### src/rtl/pipe_pkg.sv
// Shared pipeline definitions: control-word bit positions, bubble encoding and widths.
// Used by the decoder, ID/EX and EX/MEM stages.
package pipe_pkg;

  localparam int unsigned PIPE_DATA_W = 32;
  localparam int unsigned PIPE_CTRL_W = 14;
  localparam int unsigned PIPE_CNT_W  = 16;
  localparam int unsigned REG_W       = 5;
  localparam int unsigned FUNCT_W     = 6;

  localparam int unsigned CTRL_MEMTOREG    = 0;
  localparam int unsigned CTRL_REGWRITE    = 1;
  localparam int unsigned CTRL_MEMWRITE    = 2;
  localparam int unsigned CTRL_MEMREAD     = 3;
  localparam int unsigned CTRL_BRANCH      = 4;
  localparam int unsigned CTRL_JUMP        = 5;
  localparam int unsigned CTRL_ALUSRC      = 6;
  localparam int unsigned CTRL_ALUOP_LSB   = 7;
  localparam int unsigned CTRL_ALUOP_MSB   = 9;
  localparam int unsigned CTRL_REGDST      = 10;
  localparam int unsigned CTRL_ALUZERO_LSB = 11;
  localparam int unsigned CTRL_ALUZERO_MSB = 13;

  // All-zero control word: no register write, no memory access, no branch/jump.
  localparam logic [PIPE_CTRL_W-1:0] CTRL_BUBBLE = 14'd0;

  typedef logic [REG_W-1:0] reg_idx_t;

  typedef enum logic [1:0] {
    ACT_LOAD   = 2'd0,
    ACT_BUBBLE = 2'd1,
    ACT_HOLD   = 2'd2,
    ACT_FLUSH  = 2'd3
  } stage_act_e;

  // Instructions whose rt field is a source operand.
  function automatic logic reads_rt(input logic regdst, input logic memwrite,
                                    input logic branch);
    return regdst | memwrite | branch;
  endfunction

endpackage

### src/rtl/id_ex_stage_if.sv
// Decode-side inputs and EX-side outputs of the ID/EX stage.
interface id_ex_stage_if
  import pipe_pkg::*;
#(
  parameter int unsigned DATA_W = PIPE_DATA_W,
  parameter int unsigned CTRL_W = PIPE_CTRL_W,
  parameter int unsigned CNT_W  = PIPE_CNT_W
) ();

  logic [CTRL_W-1:0]  ctrl_in;
  logic               valid_in;
  logic [DATA_W-1:0]  pc4_in;
  logic [DATA_W-1:0]  rs_data_in;
  logic [DATA_W-1:0]  rt_data_in;
  logic [DATA_W-1:0]  imm_in;
  logic [REG_W-1:0]   rs_in;
  logic [REG_W-1:0]   rt_in;
  logic [REG_W-1:0]   rd_in;
  logic [FUNCT_W-1:0] funct_in;
  logic               flush;
  logic               stall_in;

  logic [CTRL_W-1:0]  ex_ctrl;
  logic               ex_valid;
  logic [DATA_W-1:0]  ex_pc4;
  logic [DATA_W-1:0]  ex_rs_data;
  logic [DATA_W-1:0]  ex_rt_data;
  logic [DATA_W-1:0]  ex_imm;
  logic [REG_W-1:0]   ex_rs;
  logic [REG_W-1:0]   ex_rt;
  logic [REG_W-1:0]   ex_rd;
  logic [REG_W-1:0]   ex_dst;
  logic [FUNCT_W-1:0] ex_funct;
  logic               stall_out;
  logic [CNT_W-1:0]   bubble_cnt;

  modport master (
    output ctrl_in, valid_in, pc4_in, rs_data_in, rt_data_in, imm_in,
           rs_in, rt_in, rd_in, funct_in, flush, stall_in,
    input  ex_ctrl, ex_valid, ex_pc4, ex_rs_data, ex_rt_data, ex_imm,
           ex_rs, ex_rt, ex_rd, ex_dst, ex_funct, stall_out, bubble_cnt
  );

  modport slave (
    input  ctrl_in, valid_in, pc4_in, rs_data_in, rt_data_in, imm_in,
           rs_in, rt_in, rd_in, funct_in, flush, stall_in,
    output ex_ctrl, ex_valid, ex_pc4, ex_rs_data, ex_rt_data, ex_imm,
           ex_rs, ex_rt, ex_rd, ex_dst, ex_funct, stall_out, bubble_cnt
  );

endinterface

### src/rtl/id_ex_stage_hazard_detect.sv
// Load-use hazard compare between the instruction in EX and the one in ID.
module hazard_detect
  import pipe_pkg::*;
#(
  parameter int unsigned CTRL_W = PIPE_CTRL_W
) (
  input  logic [CTRL_W-1:0] ex_ctrl,
  input  logic              ex_valid,
  input  reg_idx_t          ex_rt,
  input  reg_idx_t          rs_in,
  input  reg_idx_t          rt_in,
  input  logic [CTRL_W-1:0] ctrl_in,
  input  logic              valid_in,
  output logic              load_use
);

  logic rs_hit;
  logic rt_hit;
  logic unused_ctrl;

  assign unused_ctrl = ^{ex_ctrl, ctrl_in};

  always_comb begin
    rs_hit = (ex_rt == rs_in);
    rt_hit = reads_rt(ctrl_in[CTRL_REGDST], ctrl_in[CTRL_MEMWRITE], ctrl_in[CTRL_BRANCH])
             && (ex_rt == rt_in);
    // $zero is never a real destination, so a load into it cannot create a hazard.
    load_use = valid_in && ex_valid && ex_ctrl[CTRL_MEMREAD] && (ex_rt != '0)
               && (rs_hit || rt_hit);
  end

endmodule

### src/rtl/id_ex_stage.sv
// ID/EX pipeline register with load-use bubble insertion, flush/stall priority
// and a saturating bubble counter.
module id_ex_stage
  import pipe_pkg::*;
#(
  parameter int unsigned DATA_W = PIPE_DATA_W,
  parameter int unsigned CTRL_W = PIPE_CTRL_W,
  parameter int unsigned CNT_W  = PIPE_CNT_W
) (
  input  logic          clk,
  input  logic          rst,
  id_ex_stage_if.slave  bus
);

  logic [CTRL_W-1:0]  ctrl_d,       ctrl_q;
  logic               valid_d,      valid_q;
  logic [DATA_W-1:0]  pc4_d,        pc4_q;
  logic [DATA_W-1:0]  rs_data_d,    rs_data_q;
  logic [DATA_W-1:0]  rt_data_d,    rt_data_q;
  logic [DATA_W-1:0]  imm_d,        imm_q;
  reg_idx_t           rs_d,         rs_q;
  reg_idx_t           rt_d,         rt_q;
  reg_idx_t           rd_d,         rd_q;
  reg_idx_t           dst_d,        dst_q;
  logic [FUNCT_W-1:0] funct_d,      funct_q;
  logic [CNT_W-1:0]   bubble_cnt_d, bubble_cnt_q;

  logic       load_use;
  stage_act_e act;

  hazard_detect #(
    .CTRL_W (CTRL_W)
  ) u_hazard (
    .ex_ctrl  (ctrl_q),
    .ex_valid (valid_q),
    .ex_rt    (rt_q),
    .rs_in    (bus.rs_in),
    .rt_in    (bus.rt_in),
    .ctrl_in  (bus.ctrl_in),
    .valid_in (bus.valid_in),
    .load_use (load_use)
  );

  always_comb begin
    act = ACT_LOAD;
    if (bus.flush)         act = ACT_FLUSH;
    else if (bus.stall_in) act = ACT_HOLD;
    else if (load_use)     act = ACT_BUBBLE;
  end

  always_comb begin
    ctrl_d       = ctrl_q;
    valid_d      = valid_q;
    pc4_d        = pc4_q;
    rs_data_d    = rs_data_q;
    rt_data_d    = rt_data_q;
    imm_d        = imm_q;
    rs_d         = rs_q;
    rt_d         = rt_q;
    rd_d         = rd_q;
    dst_d        = dst_q;
    funct_d      = funct_q;
    bubble_cnt_d = bubble_cnt_q;

    unique case (act)
      ACT_FLUSH, ACT_BUBBLE: begin
        ctrl_d    = CTRL_W'(CTRL_BUBBLE);
        valid_d   = 1'b0;
        pc4_d     = '0;
        rs_data_d = '0;
        rt_data_d = '0;
        imm_d     = '0;
        rs_d      = '0;
        rt_d      = '0;
        rd_d      = '0;
        dst_d     = '0;
        funct_d   = '0;
      end
      ACT_HOLD: begin
      end
      ACT_LOAD: begin
        ctrl_d    = bus.valid_in ? bus.ctrl_in : CTRL_W'(CTRL_BUBBLE);
        valid_d   = bus.valid_in;
        pc4_d     = bus.pc4_in;
        rs_data_d = bus.rs_data_in;
        rt_data_d = bus.rt_data_in;
        imm_d     = bus.imm_in;
        rs_d      = bus.rs_in;
        rt_d      = bus.rt_in;
        rd_d      = bus.rd_in;
        dst_d     = bus.ctrl_in[CTRL_REGDST] ? bus.rd_in : bus.rt_in;
        funct_d   = bus.funct_in;
      end
    endcase

    // Only hazard bubbles are counted; flush bubbles are not performance loss here.
    if ((act == ACT_BUBBLE) && (bubble_cnt_q != '1)) begin
      bubble_cnt_d = bubble_cnt_q + CNT_W'(1);
    end
  end

  always_ff @(posedge clk) begin
    if (rst) begin
      ctrl_q       <= '0;
      valid_q      <= 1'b0;
      pc4_q        <= '0;
      rs_data_q    <= '0;
      rt_data_q    <= '0;
      imm_q        <= '0;
      rs_q         <= '0;
      rt_q         <= '0;
      rd_q         <= '0;
      dst_q        <= '0;
      funct_q      <= '0;
      bubble_cnt_q <= '0;
    end else begin
      ctrl_q       <= ctrl_d;
      valid_q      <= valid_d;
      pc4_q        <= pc4_d;
      rs_data_q    <= rs_data_d;
      rt_data_q    <= rt_data_d;
      imm_q        <= imm_d;
      rs_q         <= rs_d;
      rt_q         <= rt_d;
      rd_q         <= rd_d;
      dst_q        <= dst_d;
      funct_q      <= funct_d;
      bubble_cnt_q <= bubble_cnt_d;
    end
  end

  assign bus.ex_ctrl    = ctrl_q;
  assign bus.ex_valid   = valid_q;
  assign bus.ex_pc4     = pc4_q;
  assign bus.ex_rs_data = rs_data_q;
  assign bus.ex_rt_data = rt_data_q;
  assign bus.ex_imm     = imm_q;
  assign bus.ex_rs      = rs_q;
  assign bus.ex_rt      = rt_q;
  assign bus.ex_rd      = rd_q;
  assign bus.ex_dst     = dst_q;
  assign bus.ex_funct   = funct_q;
  assign bus.bubble_cnt = bubble_cnt_q;

  // A flush discards the ID instruction anyway, so it must not freeze PC/IF-ID.
  assign bus.stall_out  = ~bus.flush & (bus.stall_in | load_use);

endmodule

### src/flat_wrapper.sv
// flat-port wrapper written by rule: the top's interface ports become plain ports
module id_ex_stage_flat import pipe_pkg::*;
#(
  parameter int unsigned DATA_W = PIPE_DATA_W,
  parameter int unsigned CTRL_W = PIPE_CTRL_W,
  parameter int unsigned CNT_W  = PIPE_CNT_W
)
  (clk, rst, bus_ctrl_in, bus_valid_in, bus_pc4_in, bus_rs_data_in, bus_rt_data_in, bus_imm_in, bus_rs_in, bus_rt_in, bus_rd_in, bus_funct_in, bus_flush, bus_stall_in, bus_ex_ctrl, bus_ex_valid, bus_ex_pc4, bus_ex_rs_data, bus_ex_rt_data, bus_ex_imm, bus_ex_rs, bus_ex_rt, bus_ex_rd, bus_ex_dst, bus_ex_funct, bus_stall_out, bus_bubble_cnt);
  id_ex_stage_if #(.DATA_W(DATA_W), .CTRL_W(CTRL_W), .CNT_W(CNT_W)) bus_i ();
  input  logic clk;
  input  logic rst;
  input wire logic [$bits(bus_i.ctrl_in)-1:0] bus_ctrl_in;
  input wire logic [$bits(bus_i.valid_in)-1:0] bus_valid_in;
  input wire logic [$bits(bus_i.pc4_in)-1:0] bus_pc4_in;
  input wire logic [$bits(bus_i.rs_data_in)-1:0] bus_rs_data_in;
  input wire logic [$bits(bus_i.rt_data_in)-1:0] bus_rt_data_in;
  input wire logic [$bits(bus_i.imm_in)-1:0] bus_imm_in;
  input wire logic [$bits(bus_i.rs_in)-1:0] bus_rs_in;
  input wire logic [$bits(bus_i.rt_in)-1:0] bus_rt_in;
  input wire logic [$bits(bus_i.rd_in)-1:0] bus_rd_in;
  input wire logic [$bits(bus_i.funct_in)-1:0] bus_funct_in;
  input wire logic [$bits(bus_i.flush)-1:0] bus_flush;
  input wire logic [$bits(bus_i.stall_in)-1:0] bus_stall_in;
  output wire logic [$bits(bus_i.ex_ctrl)-1:0] bus_ex_ctrl;
  output wire logic [$bits(bus_i.ex_valid)-1:0] bus_ex_valid;
  output wire logic [$bits(bus_i.ex_pc4)-1:0] bus_ex_pc4;
  output wire logic [$bits(bus_i.ex_rs_data)-1:0] bus_ex_rs_data;
  output wire logic [$bits(bus_i.ex_rt_data)-1:0] bus_ex_rt_data;
  output wire logic [$bits(bus_i.ex_imm)-1:0] bus_ex_imm;
  output wire logic [$bits(bus_i.ex_rs)-1:0] bus_ex_rs;
  output wire logic [$bits(bus_i.ex_rt)-1:0] bus_ex_rt;
  output wire logic [$bits(bus_i.ex_rd)-1:0] bus_ex_rd;
  output wire logic [$bits(bus_i.ex_dst)-1:0] bus_ex_dst;
  output wire logic [$bits(bus_i.ex_funct)-1:0] bus_ex_funct;
  output wire logic [$bits(bus_i.stall_out)-1:0] bus_stall_out;
  output wire logic [$bits(bus_i.bubble_cnt)-1:0] bus_bubble_cnt;
  assign bus_i.ctrl_in = bus_ctrl_in;
  assign bus_i.valid_in = bus_valid_in;
  assign bus_i.pc4_in = bus_pc4_in;
  assign bus_i.rs_data_in = bus_rs_data_in;
  assign bus_i.rt_data_in = bus_rt_data_in;
  assign bus_i.imm_in = bus_imm_in;
  assign bus_i.rs_in = bus_rs_in;
  assign bus_i.rt_in = bus_rt_in;
  assign bus_i.rd_in = bus_rd_in;
  assign bus_i.funct_in = bus_funct_in;
  assign bus_i.flush = bus_flush;
  assign bus_i.stall_in = bus_stall_in;
  assign bus_ex_ctrl = bus_i.ex_ctrl;
  assign bus_ex_valid = bus_i.ex_valid;
  assign bus_ex_pc4 = bus_i.ex_pc4;
  assign bus_ex_rs_data = bus_i.ex_rs_data;
  assign bus_ex_rt_data = bus_i.ex_rt_data;
  assign bus_ex_imm = bus_i.ex_imm;
  assign bus_ex_rs = bus_i.ex_rs;
  assign bus_ex_rt = bus_i.ex_rt;
  assign bus_ex_rd = bus_i.ex_rd;
  assign bus_ex_dst = bus_i.ex_dst;
  assign bus_ex_funct = bus_i.ex_funct;
  assign bus_stall_out = bus_i.stall_out;
  assign bus_bubble_cnt = bus_i.bubble_cnt;
  id_ex_stage #(.DATA_W(DATA_W), .CTRL_W(CTRL_W), .CNT_W(CNT_W)) u_core (.clk(clk), .rst(rst), .bus(bus_i));
endmodule
### config.mk
export PLATFORM = sky130hd
export DESIGN_NAME = id_ex_stage_flat
export DESIGN_NICKNAME = d
export VERILOG_FILES = /design/src/rtl/pipe_pkg.sv /design/src/rtl/id_ex_stage_if.sv /design/src/rtl/id_ex_stage_hazard_detect.sv /design/src/rtl/id_ex_stage.sv /design/src/flat_wrapper.sv
export SDC_FILE = /design/constraint.sdc
export NUM_CORES = 1
export LEC_CHECK = 0
export BUFFER_PORTS_ARGS = -buffer_cell sky130_fd_sc_hd__buf_2
export CORE_MARGIN = 2
export CORE_UTILIZATION = 30
export DETAILED_ROUTE_END_ITERATION = 16
export GPL_TIMING_DRIVEN = 1
export PLACE_DENSITY = 0.57
export SYNTH_ARGS = -nofsm -noshare
export SYNTH_HDL_FRONTEND = slang
export SYNTH_HIERARCHICAL = 1
export SYNTH_SLANG_ARGS = --single-unit
### constraint.sdc
create_clock -name clk -period 3.9 [get_ports clk]
set_input_delay 0.585 -clock clk [delete_from_list [all_inputs] [get_ports clk]]
set_output_delay 0.585 -clock clk [all_outputs]
set_load 0.02 [all_outputs]
==> results of run 1 <==
-- power breakdown --
group          leakage [nW]  total (W)  switching, W  internal [W]
sequential             1.51    0.00197     0.0000292       0.00194
combinational          2.46   0.000414      0.000250      0.000164
clock                 0.283    0.00169      0.000803      0.000882
total                  4.24    0.00407       0.00108       0.00299
-- layer usage --
layer	global-route usage (%)	part of all wire, %
met1	21.5	43
met2	28.3	49
met3	5.20	6.8
met4	4.89	1.5
met5	0	0
-- stage by stage --
step                setup slack [ns]  area [sq um]  utilization, %
finish                          1.01          9130            42.0
global placement               0.813          8550            39.3
detailed placement             0.776          8550            39.3
CTS                             1.00          9130            42.0
global route                   0.819          9130            42.0
floorplan                       1.33          6630               -
-- worst max-delay path, cell delays in order, from the launching register on --
cell	delay, ns
dfxtp_1	0.46
xor2_1	0.12
nor4_1	0.36
o311ai_0	0.21
a21oi_1	0.36
nor3b_4	0.43
nand3_4	0.19
nor4b_2	0.32
mux2_1	0.34
-- synthesized netlist by cell type, drive strengths merged --
cell,number
a21oi,14
a22oi,168
and2,1
and3,1
and4,2
buf,24
clkbuf,37
dfxtp,185
ha,1
inv,2
mux2,9
nand2,5
nand2b,1
nand3,7
nand3b,1
nand4,4
nor2,179
nor2b,4
nor3,3
nor3b,1
nor4,4
nor4b,2
o2111ai,1
o21ai,6
o311ai,1
o31ai,6
or3,6
or4,6
xnor2,3
xor2,7
-- cell type report --
type                       count  area (sq um)  share of cell area (%)
sequential                   185          3700                    40.6
tap                          280           350                    3.84
clock buffer                  19           453                    4.96
inverter                       2          7.51                  0.0822
timing repair buffer         357          1830                    20.0
clock inverter                13           123                    1.34
multi-input combinational    443          2670                    29.2
-- flip-flops by register name (all words and copies together) (netlist names) --
| name | flops |
|---|---|
| u_core/bus.bubble_cnt | 16 |
| u_core/bus.ex_ctrl | 14 |
| u_core/bus.ex_dst | 5 |
| u_core/bus.ex_funct | 6 |
| u_core/bus.ex_imm | 32 |
| u_core/bus.ex_pc4 | 32 |
| u_core/bus.ex_rd | 5 |
| u_core/bus.ex_rs | 5 |
| u_core/bus.ex_rs_data | 32 |
| u_core/bus.ex_rt | 5 |
| u_core/bus.ex_rt_data | 32 |
| u_core/bus.ex_valid | 1 |
-- kinds of logic (layout without fill, tap and decap cells) --
logic type,Yosys count,after routing
and+or+nand+nor,227,227
AOI/OAI and AO/OA,196,196
DFF,185,185
buffers and inverters,63,391
xor gates and xnor gates,10,10
muxes,9,9
adders and majority gates,1,1
-- worst max-delay path by stage --
stage / start / depth (start not counted) / slack, ns / to
5_1_grt: u_core/bus.ex_rt[4]$_SDFFE_PP0P_ / 8 / 0.82 / u_core/bus.bubble_cnt[11]$_SDFFE_PP0P_
6_report: u_core/bus.ex_rt[4]$_SDFFE_PP0P_ / 8 / 1.01 / u_core/bus.bubble_cnt[11]$_SDFFE_PP0P_
3_3_place_gp: bus_rt_in[4] / 9 / 0.81 / u_core/bus.bubble_cnt[11]$_SDFFE_PP0P_
2_1_floorplan: bus_rt_in[4] / 8 / 1.33 / u_core/bus.bubble_cnt[11]$_SDFFE_PP0P_
4_1_cts: u_core/bus.ex_rt[4]$_SDFFE_PP0P_ / 8 / 1.0 / u_core/bus.bubble_cnt[11]$_SDFFE_PP0P_
3_5_place_dp: bus_rt_in[4] / 9 / 0.78 / u_core/bus.bubble_cnt[14]$_SDFFE_PP0P_
==> impl_metrics.env, run 1 <==
export IMPL_routed_wl_um=20500
export IMPL_ctsHtreeMaxLevel=4
export IMPL_finalMaxSlewViolations=0
export IMPL_hold_buffers=0
export IMPL_drive_gt1_share_pct=39.6
export IMPL_fin_worst_skew_ns=0.0132
export IMPL_synth_ff_latch_count=185
export IMPL_wl_per_cell_um=15.8
export IMPL_endpoint_kind="register"
export IMPL_grt_pass1_vias=6091
export IMPL_final_net_count=1175
export IMPL_clkTransAtPathRegs_ns=0.08
export IMPL_cp_arrival_ns=3.20
export IMPL_fmax_mhz=346
export IMPL_drtIter0Drc=500
export IMPL_max_cap_viol_count=0
export IMPL_yosys_area_share_adder_pct=0.189
export IMPL_seq_area_frac_synth_pct=55.9
export IMPL_ys_warn_count=6
export IMPL_chipWidth_um=153
export IMPL_start_util_pct=30.5
export IMPL_fin_crit_sh_pct=74.1
export IMPL_hp_class="primary input to register"
export IMPL_power_w=0.00407
export IMPL_antenna_found_initial=0
export IMPL_cts_tree="done"
export IMPL_whs_ns=0.399
export IMPL_final_common_cell="buf_2"
export IMPL_port_buffers=353
export IMPL_cts_resized=0
export IMPL_dieArea_sq_um=23300
export IMPL_synth_area_top_cells="dfxtp_1 56%, a22oi_1 19%, nor2_1 10%"
export IMPL_fill_cells=2256
export IMPL_core_area_sq_um=21800
export IMPL_synthesis_nets=860
export IMPL_min_to="u_core/bus.ex_ctrl[11]$_SDFFE_PP0P_"
export IMPL_syn_inst=691
export IMPL_dpl_hpwl_um=13600
export IMPL_ir_drop_mv=0.280
export IMPL_crit_required_ns=4.21
export IMPL_worstSkewPairLatency_ns=0.42
export IMPL_grt_start_max_net_pins=170
export IMPL_worstHoldPathCells=3
export IMPL_hold_violations=0
export IMPL_r2r_slack_ns=1.01
export IMPL_grt_overflow=0
export IMPL_synth_top_area_cell="dfxtp_1"
export IMPL_p_leak_nw=4.24
export IMPL_dp_cells=1267
export IMPL_r2r_cells=8
export IMPL_run_status="complete, no violations"
export IMPL_power_density_nw_per_um2=446
export IMPL_vias=6377
export IMPL_postRouteAntennaNets=0
export IMPL_pin_count=354
export IMPL_setup_viol=0
export IMPL_postCtsSetupRepairBufs=0
export IMPL_fin_cells=1299
export IMPL_drc_errors=0
export IMPL_n_antenna_cell=0
export IMPL_clk_path_buf_depth=2
export IMPL_yosys_area_share_xor_xnor_pct=1.32
export IMPL_gp_congestion=0.790
export IMPL_final_cell_mix="352 x buf_2, 185 x dfxtp_1, 179 x nor2_1"
export IMPL_fin_setup_tns_ns=0
export IMPL_min_from="bus_ctrl_in[11]"
export IMPL_syn_area_sq_um=6630
export IMPL_cts_root_buf="clkbuf_16"
export IMPL_synth_top_cell_area_share_pct=55.9
export IMPL_tightest_slew_ns=0.919
export IMPL_viasPerCell=4.91
export IMPL_period_minus_slack_ns=2.89
export IMPL_grt_pass1_wl_um=32700
export IMPL_dr_pass1_iters=6
export IMPL_synth_top_family_by_area="compound AO/OA/AOI/OAI gates"
export IMPL_start_kind="register"
export IMPL_rsz0062_at_grt="no"
export IMPL_row_count=54
export IMPL_synth_area_mux_share_pct=1.53
export IMPL_post_synth_cell_area_avg_sq_um=9.59
export IMPL_clock_sinks=185
export IMPL_grt_usage_pct=17.0
export IMPL_synth_simple_area_share_pct=15.5
export IMPL_critical_path_class="register to register"
export IMPL_synth_cell_type_count=38
export IMPL_reg2reg_from="u_core/bus.ex_rt[4]$_SDFFE_PP0P_"
export IMPL_cts_buffers=17
export IMPL_relSlewSlack_pct=38.7
export IMPL_syn_to_final_growth_pct=37.8
export IMPL_path_max_fanout=9
export IMPL_synth_compound_area_share_pct=21.5
export IMPL_rr_endpoint="u_core/bus.bubble_cnt[11]$_SDFFE_PP0P_"
export IMPL_fp_dieH_um=153
(Power assumes the default switching activity.)
==> inputs of run 2 (changes only) <==
==> constraint.sdc (replaced) <==
create_clock -name clk -period 2.7 [get_ports clk]
set_input_delay 0.405 -clock clk [delete_from_list [all_inputs] [get_ports clk]]
set_output_delay 0.405 -clock clk [all_outputs]
set_load 0.02 [all_outputs]
==> run 2 against run 1 <==
Effect of this change:
- via count increased by 0.20%
- maximum frequency increased by 16%
- clock power increased by 44%
==> impl_metrics.env, run 2 (synthesis results as in run 1) <==
export IMPL_run_status="complete, no violations"
export IMPL_path_max_fanout=8
export IMPL_cpPeakStageDelay_ns=0.36
export IMPL_worst_path_max_delay_cell="dfxtp_1"
export IMPL_grt_use_met1_pct=21.5
export IMPL_fin_setup_tns_ns=0
export IMPL_setup_slack_ns=0.201
export IMPL_hold_violations=0
export IMPL_grt_start_max_net_pins=98
export IMPL_grt_pass1_wl_um=32000
export IMPL_power_w=0.00591
export IMPL_pwr_share_seq_pct=48.1
export IMPL_endpoint_kind="register"
export IMPL_clk_path_buf_depth=2
export IMPL_final_common_cell="buf_2"
export IMPL_p_leak_nw=4.34
export IMPL_rr_endpoint="u_core/bus.bubble_cnt[11]$_SDFFE_PP0P_"
export IMPL_switching_share_pct=26.1
export IMPL_max_cap_viol_count=0
export IMPL_dpl_hpwl_um=14000
export IMPL_grt_pass1_vias=5960
export IMPL_final_net_count=1191
export IMPL_pin_count=354
export IMPL_row_count=54
export IMPL_cts_tree="done"
export IMPL_critical_path_buf_inv_count=0
export IMPL_worstSkewPairLatency_ns=0.42
export IMPL_chipWidth_um=153
export IMPL_path_cells="xor2_1 -> nor4_2 -> o311ai_0 -> a21oi_1 -> nor3b_4 -> nand3_4 -> nor4b_2 -> mux2_1"
export IMPL_setup_viol=0
export IMPL_path_depth=8
export IMPL_power_switching_w=0.00154
export IMPL_clock_sinks=185
export IMPL_routed_wl_um=20100
export IMPL_start_kind="register"
export IMPL_relSlewSlack_pct=69.4
export IMPL_fmax_mhz=400
export IMPL_rsz0062_at_grt="no"
export IMPL_reg2reg_from="u_core/bus.ex_rt[3]$_SDFFE_PP0P_"
export IMPL_vias=6390
export IMPL_gp_congestion=0.776
export IMPL_crit_required_ns=3.00
export IMPL_antenna_found_initial=0
export IMPL_ctsHtreeMaxLevel=4
export IMPL_critical_path_class="register to register"
export IMPL_core_area_sq_um=21800
export IMPL_drtIter0Drc=366
export IMPL_tightest_slew_ns=0.460
export IMPL_grt_use_met3_pct=4.78
export IMPL_period_minus_slack_ns=2.50
export IMPL_crit_end="u_core/bus.bubble_cnt[11]$_SDFFE_PP0P_"
export IMPL_busiest_layer="met2"
export IMPL_start_util_pct=30.5
export IMPL_finalMaxSlewViolations=0
export IMPL_cts_buffers=17
export IMPL_postCtsSetupRepairBufs=0
export IMPL_p_int_w=0.00437
export IMPL_clkTransAtPathRegs_ns=0.07
export IMPL_drive_gt1_share_pct=40.6
export IMPL_syn_to_final_growth_pct=40.9
export IMPL_n_antenna_cell=0
export IMPL_grt_use_met2_pct=26.9
export IMPL_critical_path_top_delay_family="simple AND/OR/NAND/NOR gates"
export IMPL_cts_root_buf="clkbuf_16"
export IMPL_fin_worst_skew_ns=0.0163
export IMPL_cts_resized=0
export IMPL_viasPerCell=4.86
export IMPL_r2r_cells=8
export IMPL_port_buffers=353
export IMPL_r2r_slack_ns=0.20
export IMPL_fill_cells=2195
export IMPL_ir_drop_mv=0.419
export IMPL_grt_overflow=0
export IMPL_comb_power_share_pct=10.6
export IMPL_drc_errors=0
export IMPL_dr_pass1_iters=5
export IMPL_final_cell_mix="352 x buf_2, 185 x dfxtp_1, 179 x nor2_1"
export IMPL_dieArea_sq_um=23300
export IMPL_fin_crit_sh_pct=92.6
export IMPL_hp_class="primary input to register"
export IMPL_clkPwrFrac_pct=41.2
export IMPL_wl_per_cell_um=15.3
export IMPL_power_density_nw_per_um2=633
export IMPL_dp_slack_ns=-0.00312
export IMPL_postRouteAntennaNets=0
export IMPL_cp_arrival_ns=2.80
export IMPL_grt_usage_pct=16.7
export IMPL_hold_buffers=0
export IMPL_fp_dieH_um=153
export IMPL_critPathLaunch="u_core/bus.ex_rt[3]$_SDFFE_PP0P_"
[run 2: metrics by stage]
stage / cell area (sq um) / hold WS [ns] / utilization (%) / instances
finish: 9340 / 0.221 / 42.9 / 1314
global route: 9340 / 0.209 / 42.9 / 1314
CTS: 9330 / 0.202 / 42.9 / 1314
detailed placement: 8760 / 0.477 / 40.3 / 1283
global placement: 8760 / 0.473 / 40.3 / 1283
floorplan: 6630 / 0.553 / - / 691
[run 2: layout make-up]
class	count	area, sq um	share of cell area (%)
clock inverter	13	138	1.47
timing repair buffer	373	2040	21.8
tap	280	350	3.75
clock buffer	18	429	4.60
multi-input combinational	443	2670	28.6
sequential	185	3700	39.7
inverter	2	7.51	0.0804
[run 2: power by group through the flow]
stage	Clock, W	Combinational, W	Sequential, W
after floorplan	0	0.000239	0.00301
after global placement	0	0.000629	0.00291
after detailed placement	0	0.000631	0.00291
after CTS	0.00252	0.000633	0.00285
after global routing	0.00264	0.000685	0.00286
final	0.00244	0.000628	0.00285
[run 2: worst register-to-register path: stages (launching register included)]
cell and delay [ns]:
dfxtp_1 0.36, xor2_1 0.19, nor4_2 0.26, o311ai_0 0.16
a21oi_1 0.25, nor3b_4 0.35, nand3_4 0.16, nor4b_2 0.32
mux2_1 0.35
[run 2: how the worst min path moves through the flow]
stage | from | endpoint | slack [ns] | cells after the start
after floorplan | bus_ctrl_in[0] | u_core/bus.ex_ctrl[0]$_SDFFE_PP0P_ | 0.55 | 2
after global placement | u_core/bus.ex_rs_data[8]$_SDFFE_PP0P_ | u_core/bus.ex_rs_data[8]$_SDFFE_PP0P_ | 0.47 | 2
after detailed placement | u_core/bus.ex_pc4[8]$_SDFFE_PP0P_ | u_core/bus.ex_pc4[8]$_SDFFE_PP0P_ | 0.48 | 2
after CTS | bus_ctrl_in[7] | u_core/bus.ex_ctrl[7]$_SDFFE_PP0P_ | 0.20 | 3
after global routing | bus_rs_data_in[27] | u_core/bus.ex_rs_data[27]$_SDFFE_PP0P_ | 0.21 | 3
final | bus_ctrl_in[13] | u_core/bus.ex_ctrl[13]$_SDFFE_PP0P_ | 0.22 | 3
[run 2: layer usage]
metal | share of wire [%] | up-vias
li1 | - | 3141
met1 | 44 | 2991
met2 | 48 | 233
met3 | 6.4 | 25
met4 | 2.0 | 0
met5 | 0 | -
==> inputs of run 3 (changes only) <==
--- a/config.mk
+++ b/config.mk
@@ -6,11 +6,13 @@
 export NUM_CORES = 1
 export LEC_CHECK = 0
 export BUFFER_PORTS_ARGS = -buffer_cell sky130_fd_sc_hd__buf_2
+export CELL_PAD_IN_SITES_DETAIL_PLACEMENT = 1
+export CELL_PAD_IN_SITES_GLOBAL_PLACEMENT = 2
 export CORE_MARGIN = 2
-export CORE_UTILIZATION = 30
+export CORE_UTILIZATION = 25
 export DETAILED_ROUTE_END_ITERATION = 16
 export GPL_TIMING_DRIVEN = 1
-export PLACE_DENSITY = 0.57
+export PLACE_DENSITY = 0.8
 export SYNTH_ARGS = -nofsm -noshare
 export SYNTH_HDL_FRONTEND = slang
 export SYNTH_HIERARCHICAL = 1
==> run 3 against run 2 <==
Effect of this change:
- setup slack worse by 0.11 ns
- die area is 19% higher
- via count increased by 3.9%
- worst hold slack got worse by 0.0081 ns
- sequential power hardly changed
- maximum frequency is 4.0% lower
- combinational power grew 2%
- cell count is 5.4% higher
- register-to-register slack worse by 0.11 ns
- global-route usage is 0.57 points lower
- routed wire length is 15% higher
- sequential share of layout area shrank 0.91 points
- critical path type unchanged
- largest cell class unchanged
- largest power group unchanged
==> impl_metrics.env, run 3 (synthesis results as in run 1) <==
export IMPL_cp_arrival_ns=2.95
export IMPL_fin_setup_tns_ns=0
export IMPL_routed_wl_um=23100
export IMPL_grt_overflow=0
export IMPL_grt_use_met3_pct=4.90
export IMPL_drtIter0Drc=351
export IMPL_syn_to_final_growth_pct=44.4
export IMPL_min_from="bus_ctrl_in[11]"
export IMPL_reg2reg_from="u_core/bus.ex_rt[2]$_SDFFE_PP0P_"
export IMPL_multiInputGateArea_sq_um=2730
export IMPL_grt_usage_pct=16.1
export IMPL_grt_use_met1_pct=19.6
export IMPL_viasPerCell=4.79
export IMPL_min_to="u_core/bus.ex_ctrl[11]$_SDFFE_PP0P_"
export IMPL_ctsHtreeMaxLevel=4
export IMPL_core_area_sq_um=26100
export IMPL_endpoint_kind="register"
export IMPL_fp_dieH_um=167
export IMPL_hold_violations=0
export IMPL_critical_path_class="register to register"
export IMPL_seqCellArea_sq_um=3710
export IMPL_r2r_cells=11
export IMPL_final_net_count=1202
export IMPL_power_density_nw_per_um2=635
export IMPL_grt_pass1_wl_um=36600
export IMPL_dr_pass1_iters=4
export IMPL_grt_start_max_net_pins=98
export IMPL_crit_required_ns=3.04
export IMPL_pin_count=354
export IMPL_vias=6639
export IMPL_design_area_sq_um=9570
export IMPL_setup_slack_ns=0.0953
export IMPL_whs_ns=0.213
export IMPL_clock_sinks=185
export IMPL_drive_gt1_share_pct=42.3
export IMPL_cp_common_cell="buf_4"
export IMPL_cpPeakStageDelay_ns=0.50
export IMPL_cts_root_buf="clkbuf_16"
export IMPL_tightest_slew_ns=0.477
export IMPL_fill_cells=3107
export IMPL_placedInstanceArea_sq_um=8840
export IMPL_start_util_pct=25.4
export IMPL_cts_tree="done"
export IMPL_p_leak_nw=4.42
export IMPL_setup_viol=0
export IMPL_grt_pass1_vias=6766
export IMPL_port_buffers=353
export IMPL_worst_path_max_delay_cell="or4_1"
export IMPL_path_cells="xor2_1 -> nor4_2 -> buf_4 -> o311ai_4 -> a21oi_2 -> buf_4 -> nor3b_4 -> buf_6 -> nand3_4 -> or4_1 -> a21oi_1"
export IMPL_final_cell_mix="351 x buf_2, 182 x dfxtp_1, 178 x nor2_1"
export IMPL_finalMaxSlewViolations=0
export IMPL_start_kind="register"
export IMPL_clk_path_buf_depth=2
export IMPL_clkTransAtPathRegs_ns=0.08
export IMPL_postRouteAntennaNets=0
export IMPL_path_max_fanout=8
export IMPL_wl_per_cell_um=16.7
export IMPL_rr_endpoint="u_core/bus.bubble_cnt[9]$_SDFFE_PP0P_"
export IMPL_fin_cells=1385
export IMPL_critical_path_buf_inv_count=3
export IMPL_fin_worst_skew_ns=0.0182
export IMPL_grt_use_met2_pct=26.9
export IMPL_relSlewSlack_pct=68.2
export IMPL_gp_congestion=0.742
export IMPL_final_common_cell="buf_2"
export IMPL_critical_path_top_delay_family="simple AND/OR/NAND/NOR gates"
export IMPL_busiest_layer="met2"
export IMPL_cts_buffers=17
export IMPL_r2r_slack_ns=0.1
export IMPL_ir_drop_mv=0.347
export IMPL_chipWidth_um=167
export IMPL_fin_crit_sh_pct=96.5
export IMPL_run_status="complete, no violations"
export IMPL_antenna_found_initial=4
export IMPL_row_count=59
export IMPL_period_minus_slack_ns=2.60
export IMPL_dpl_hpwl_um=16100
export IMPL_fmax_mhz=384
export IMPL_worstSkewPairLatency_ns=0.42
export IMPL_drc_errors=0
export IMPL_hp_class="primary input to register"
export IMPL_dieArea_sq_um=27800
export IMPL_max_cap_viol_count=0
export IMPL_dp_cells=1344
export IMPL_worstHoldPathCells=3
export IMPL_dp_slack_ns=-0.267
==> run 3: cell types whose count changed in the layout (fill, tap and decap cells not counted), sizes merged <==
cell	change
clkinvlp	-3
diode	+4
buf	+10
clkinv	+3
inv	+2
==> run 3: layout make-up <==
class / count / share of cell area, %
clock inverters: 15 / 1.90
multi-input cells: 443 / 28.5
flip-flops and latches: 185 / 38.8
repair buffers: 384 / 21.9
diodes: 4 / 0.105
well taps: 335 / 4.38
clock buffers: 17 / 4.44
inverters: 2 / 0.0784
==> run 3: through the flow <==
| stage | utilization [%] | power [W] |
|---|---|---|
| after floorplan | - | 0.00325 |
| after global placement | 33.9 | 0.00354 |
| after detailed placement | 33.9 | 0.00355 |
| after CTS | 36.4 | 0.00619 |
| after global routing | 36.7 | 0.00636 |
| final | 36.7 | 0.00608 |
==> run 3: tightest hold or removal path, delay by kind of cell <==
| kind | cells | cell delay [ns] |
|---|---|---|
| buffers and inverters | 1 | 0.07 |
| AO/OA/AOI/OAI | 1 | 0.05 |
| AND/OR/NAND/NOR | 1 | 0.07 |
==> run 3: power breakdown <==
| group | switching [W] | internal [W] | leakage, nW | total [W] |
|---|---|---|---|---|
| Clock | 0.00126 | 0.00134 | 0.299 | 0.00260 |
| Combinational | 0.000381 | 0.000258 | 2.61 | 0.000639 |
| Sequential | 0.0000405 | 0.00281 | 1.51 | 0.00285 |
==> run 3: worst max path at each step <==
| stage | startpoint | endpoint | slack (ns) | cells past startpoint |
|---|---|---|---|---|
| 3_3_place_gp | bus_rt_in[4] | u_core/bus.bubble_cnt[11]$_SDFFE_PP0P_ | -0.19 | 10 |
| 6_report | u_core/bus.ex_rt[2]$_SDFFE_PP0P_ | u_core/bus.bubble_cnt[9]$_SDFFE_PP0P_ | 0.1 | 11 |
| 5_1_grt | u_core/bus.ex_rt[2]$_SDFFE_PP0P_ | bus_stall_out | -0.02 | 9 |
| 3_5_place_dp | bus_rt_in[4] | u_core/bus.bubble_cnt[11]$_SDFFE_PP0P_ | -0.27 | 10 |
| 2_1_floorplan | u_core/bus.ex_rt[4]$_SDFFE_PP0P_ | u_core/bus.bubble_cnt[11]$_SDFFE_PP0P_ | 0.25 | 8 |
| 4_1_cts | u_core/bus.ex_rt[4]$_SDFFE_PP0P_ | bus_stall_out | 0.001 | 9 |
==> run 3: what timing repair did <==
action,CTS,global route
hold endpoints to repair,0,0
resized for setup,6,13
pin swaps,3,6
setup endpoints to repair,14,22
hold buffers,0,0
setup buffers,2,3
==> run 3: per-layer routing <==
layer	wire length [um]	vias up
met5	0	-
met4	497	0
met3	1490	32
met2	11300	231
met1	9800	3209
li1	-	3167
